## src/rtl/wb_writer.sv

```systemverilog
// rtl/wb_writer.sv - writeback sequencer merging ALU and load results onto the regfile write port
// Buffers ALU results, arbitrates against loads with a starvation bound, and tracks pending rd.
module wb_writer #(
    parameter int XLEN       = 32,
    parameter int FIFO_DEPTH = 4,
    parameter int STARVE_MAX = 3
) (
    input  logic                          clk,
    input  logic                          rst,
    input  logic                          iss_valid,
    input  logic [4:0]                    iss_rd,
    input  logic                          alu_valid,
    output logic                          alu_ready,
    input  logic [4:0]                    alu_rd,
    input  logic [XLEN-1:0]               alu_data,
    input  logic                          mem_valid,
    output logic                          mem_ready,
    input  logic [4:0]                    mem_rd,
    input  logic [XLEN-1:0]               mem_data,
    output logic                          rf_we,
    output logic [4:0]                    rf_rd,
    output logic [XLEN-1:0]               rf_wdata,
    input  logic [4:0]                    q_rs1,
    input  logic [4:0]                    q_rs2,
    output logic                          rs1_busy,
    output logic                          rs2_busy,
    output logic [$clog2(FIFO_DEPTH):0]   fifo_count,
    output logic                          idle
);

    localparam int AW = $clog2(FIFO_DEPTH);
    localparam int CW = AW + 1;
    localparam int SW = $clog2(STARVE_MAX + 1);

    logic [4:0]      fifo_rd   [FIFO_DEPTH];
    logic [XLEN-1:0] fifo_data [FIFO_DEPTH];
    logic [AW-1:0]   wr_ptr;
    logic [AW-1:0]   rd_ptr;
    logic [CW-1:0]   count;
    logic [SW-1:0]   starve_cnt;
    logic [31:0]     busy;
    logic [31:0]     busy_next;

    logic            empty;
    logic            full;
    logic            push;
    logic            pop;
    logic            force_alu;
    logic            mem_sel;
    logic            sel;
    logic [4:0]      sel_rd;
    logic [XLEN-1:0] sel_data;

    assign empty     = (count == '0);
    assign full      = (count == CW'(FIFO_DEPTH));
    assign alu_ready = !rst && !full;
    assign push      = alu_valid && alu_ready;

    // Once loads have won STARVE_MAX times in a row over a waiting ALU result, the ALU gets the slot.
    assign force_alu = !empty && (starve_cnt == SW'(STARVE_MAX));
    assign mem_ready = !rst && !force_alu;
    assign mem_sel   = mem_valid && mem_ready;
    assign pop       = !rst && !mem_sel && !empty;
    assign sel       = mem_sel || pop;
    assign sel_rd    = mem_sel ? mem_rd : fifo_rd[rd_ptr];
    assign sel_data  = mem_sel ? mem_data : fifo_data[rd_ptr];

    assign fifo_count = count;
    assign rs1_busy   = (q_rs1 != 5'd0) && busy[q_rs1];
    assign rs2_busy   = (q_rs2 != 5'd0) && busy[q_rs2];
    assign idle       = empty && !rf_we && (busy == 32'd0);

    // Issue set is applied after the writeback clear so a same-cycle reissue keeps the bit.
    always_comb begin
        busy_next = busy;
        if (rf_we) begin
            busy_next[rf_rd] = 1'b0;
        end
        if (iss_valid && (iss_rd != 5'd0)) begin
            busy_next[iss_rd] = 1'b1;
        end
    end

    always_ff @(posedge clk) begin
        if (push) begin
            fifo_rd[wr_ptr]   <= alu_rd;
            fifo_data[wr_ptr] <= alu_data;
        end
    end

    always_ff @(posedge clk or posedge rst) begin
        if (rst) begin
            wr_ptr     <= '0;
            rd_ptr     <= '0;
            count      <= '0;
            starve_cnt <= '0;
            busy       <= '0;
            rf_we      <= 1'b0;
            rf_rd      <= 5'd0;
            rf_wdata   <= '0;
        end else begin
            if (push) begin
                wr_ptr <= wr_ptr + 1'b1;
            end
            if (pop) begin
                rd_ptr <= rd_ptr + 1'b1;
            end
            if (push && !pop) begin
                count <= count + 1'b1;
            end else if (pop && !push) begin
                count <= count - 1'b1;
            end

            if (pop || empty) begin
                starve_cnt <= '0;
            end else if (mem_sel && (starve_cnt != SW'(STARVE_MAX))) begin
                starve_cnt <= starve_cnt + 1'b1;
            end

            busy <= busy_next;

            // Results for x0 are consumed without disturbing the last written address/data.
            if (sel && (sel_rd != 5'd0)) begin
                rf_we    <= 1'b1;
                rf_rd    <= sel_rd;
                rf_wdata <= sel_data;
            end else begin
                rf_we    <= 1'b0;
            end
        end
    end

endmodule

```

## config.mk

```make
export PLATFORM = sky130hd
export DESIGN_NAME = wb_writer
export DESIGN_NICKNAME = d
export VERILOG_FILES = /design/src/rtl/wb_writer.sv
export SDC_FILE = /design/constraint.sdc
export NUM_CORES = 1
export LEC_CHECK = 0
export ABC_CLOCK_PERIOD_IN_PS = 6510
export BUFFER_PORTS_ARGS = -buffer_cell sky130_fd_sc_hd__buf_2
export CELL_PAD_IN_SITES_DETAIL_PLACEMENT = 2
export CELL_PAD_IN_SITES_GLOBAL_PLACEMENT = 2
export CORE_UTILIZATION = 44
export CTS_CLUSTER_SIZE = 10
export DETAILED_ROUTE_END_ITERATION = 8
export PLACE_DENSITY_LB_ADDON = 0.1
export SYNTH_ARGS = -nofsm -noshare
export SYNTH_HDL_FRONTEND = slang
export SYNTH_SLANG_ARGS = --single-unit
export TNS_END_PERCENT = 50
```

## constraint.sdc

```tcl
create_clock -name clk -period 6.51 [get_ports clk]
set_input_delay 0 -clock clk [delete_from_list [all_inputs] [get_ports clk]]
set_output_delay 0 -clock clk [all_outputs]
set_load 0.005 [all_outputs]
```

==> key figures <==
Global routing
  – Initial antenna violation count: 1
  – Global-route wire length before repair: 50.7 mm
  – Largest net degree at the start of global routing: 46
  – Vias in the first global route: ~7.6k
  – GRT Overall Usage: 0.314
  – Remaining global-route overflow: 0

Yosys
  – Syn_nets: roughly 700
  – Synth Instances: 588
  – Number of flops mapped to enable cells by yosys: between 100 and 150
  – Area leader, netlist: edfxtp_1
  – Post-synthesis sequential area ratio: 0.669
  – Synth cell types: 39
  – Synth warnings: 0
  – #FFs+latches synth: 227
  – Avg Synthesized Cell Area: approximately 16 um^2
  – Top FF cell, synth: edfxtp_1
  – Synth area leaders: edfxtp_1 46%, dfrtp_1 21%, mux4_2 13%, mux2i_1 4.2%, a21oi_1 4.1%
  – FFs w/ async S/R, synth: 0.348
  – Post-Syn Area: between 0.009 and 0.01 mm^2
  – Share of the synthesized area in the top cell type: 0.463

Timing
  – Unrepaired setup endpoints after global routing: no
  – Worst Skew: ~0.013 ns
  – Max-slew violations: 0
  – Worst-Margin Slew: approximately 1.1 ns
  – # setup viols final: 0
  – Setup TNS: 0 ns
  – Min Hold Slack: around 0.0096 ns
  – Final period util: 0.596
  – Final min period: around 3.9 ns
  – Slew headroom: 0.259
  – Final hold vios: 0
  – Fmax: 258 MHz

Setup path
  – Flop2flop setup slack: 2.63 ns
  – Crit end category: flop
  – Reg2reg path depth: 6
  – Crit path from: rd_ptr[0]
  – RR Startpoint: rd_ptr[0]
  – Worst Path Max Fanout: 39
  – Setup Crit Path Kind: flop to flop
  – Worst setup SP type: flop
  – Capture point of the worst reg-to-reg path: rf_rd[1]
  – Critical Path RT: 6.92 ns
  – CP Data Arrival Time: roughly 4.3 ns

Finish
  – Number of fill cells: 1867
  – Most frequent cells in the layout: 148 x edfxtp_1, 139 x buf_2, 84 x dlygate4sd3_1
  – Most common cell after layout, fill and taps aside: edfxtp_1
  – Area Growth Syn to Fin: 26.5%
  – Share of cells above drive strength 1: 0.297
  – Final Net Count: between 900 and 1k

Clock tree
  – Clk buf depth: 3
  – Worst-path clk slew: roughly 0.060 ns
  – Post-CTS setup buffer count: 0
  – H-tree levels: 1
  – Cts repair resizes: 0
  – Post-CTS Hold Buffers: a little over 80
  – Clock Sinks: ~230
  – Worst-skew pair later-pin latency: between 0.5 and 0.6 ns
  – CTS tree: built
  – Total CTS buffers: 26
  – Clock Tree Root: clkbuf_16

Detailed routing
  – Drt wl/cell: 30.2 um
  – Residual DRC: 0
  – Pre-antenna DRT Iters: 5
  – Starting DRT DRC Count: ~330
  – Via/cell ratio: about 6
  – Vias: roughly 6.6k
  – Antenna violation net count after detailed routing: 0
  – Wirelength, routed: approximately 34 mm

Power
  – Peak VDD IR: about 0.26 mV
  – P_leak: 4.58 nW
  – Power Density: between 400 and 500 mW/mm^2

Floorplanning
  – DIE WIDTH: around 150 um
  – Die Y: roughly 150 um
  – Die ar.: 0.0224 mm^2
  – I/O pins: between 100 and 150
  – Initial Utilization: 0.452
  – Core Area: roughly 0.021 mm^2
  – Std cell rows: 53

Min path
  – Hold Path Class: input port to flop
  – Hold path start: iss_valid
  – Hold depth: 3
  – Hold worst-path end: busy[20]

Job
  – Max Cap Viol: 0

Outcome
  – Outcome: complete, no violations

Place
  – Placer Congestion: roughly 0.86
  – Hpwl dp: around 18 mm
  – IO Port Bufs: 139
[synth_stat cells, types with 2 or more instances]
cell type / instances
nand2_1: 8
or3_1: 3
ha_1: 6
o21a_1: 2
xnor2_1: 3
buf_2: 5
nor2_1: 9
nor4_1: 8
dfrtp_1: 79
xor2_1: 3
a21oi_1: 79
mux2_2: 4
and3_1: 4
edfxtp_1: 148
or3b_2: 5
buf_6: 5
or4_1: 2
a32oi_1: 2
buf_1: 4
mux4_2: 54
nand3_1: 5
inv_1: 7
mux2i_1: 40
nand3b_1: 10
clkbuf_1: 15
o21ai_0: 65
[stage by stage]
| stage | area (um^2) | power, W | worst slack [ns] | instances | utilization |
|---|---|---|---|---|---|
| 2_1_floorplan | 9600 | 0.00297 | 4.29 | 588 | - |
| 3_3_place_gp | 10500 | 0.00341 | 2.87 | 977 | 0.497 |
| 3_5_place_dp | 10500 | 0.00354 | 2.70 | 977 | 0.497 |
| 4_1_cts | 12100 | 0.00497 | 2.68 | 1107 | 0.572 |
| 5_1_grt | 12100 | 0.00525 | 2.44 | 1109 | 0.572 |
| 6_report | 12100 | 0.00505 | 2.63 | 1109 | 0.572 |
[sequential cells by signal (all words and copies together) (netlist names)]
signal / cells
starve_cnt: 2
rf_we: 1
busy: 32
wr_ptr: 2
fifo_data: 128
rf_wdata: 32
rf_rd: 5
fifo_count: 3
fifo_rd: 20
rd_ptr: 2
[cell type report]
| cell class | count | area [um^2] | area share |
|---|---|---|---|
| diodes | 1 | 2.50 | 0.000206 |
| inverters | 7 | 27.5 | 0.00227 |
| repair buffers | 227 | 1570 | 0.129 |
| flip-flops and latches | 227 | 6420 | 0.529 |
| multi-input cells | 325 | 3020 | 0.248 |
| clock buffers | 47 | 761 | 0.0627 |
| well taps | 275 | 344 | 0.0283 |
[worst max-delay path, stage by stage (launching register included)]
cell	delay (ns)
dfrtp_2	0.34
buf_4	0.64
mux4_2	0.67
nor3_4	0.29
nand4b_4	0.59
and2_2	0.76
mux2_4	0.42
[power breakdown]
part / switching [W] / leakage (nW) / internal (W) / total, W
Sequential: 0.000390 / 2.21 / 0.00188 / 0.00227
Clock: 0.000588 / 0.362 / 0.000780 / 0.00137
Combinational: 0.000735 / 2.01 / 0.000673 / 0.00141
Total: 0.00171 / 4.58 / 0.00333 / 0.00505
[how the worst max path moves through the flow]
stage / depth (start not counted) / slack, ns / endpoint
after floorplan: 3 / 4.29 / fifo_data[0][0]
after CTS: 6 / 2.68 / rf_rd[1]
after global placement: 6 / 2.87 / rf_rd[1]
after global routing: 6 / 2.44 / rf_rd[1]
final: 6 / 2.63 / rf_rd[1]
after detailed placement: 6 / 2.70 / rf_rd[1]
[per-layer routing]
metal	GRT usage	vias to the layer above	wire length [um]
met3	0.0439	57	1640
met1	0.388	3503	12800
met4	0.0869	0	810
li1	-	2798	-
met5	0	-	0
met2	0.573	253	18200
[kinds of logic after synthesis]
group           Yosys count  share of synthesized area
compound gates          150                     0.0802
xor+xnor                  6                    0.00548
mux                      99                      0.175
simple gates             63                     0.0419
buf+inv                  36                     0.0186
flops                   227                      0.669
fa+ha+maj                 7                    0.00991
Power figures use the tool's default switching activity.
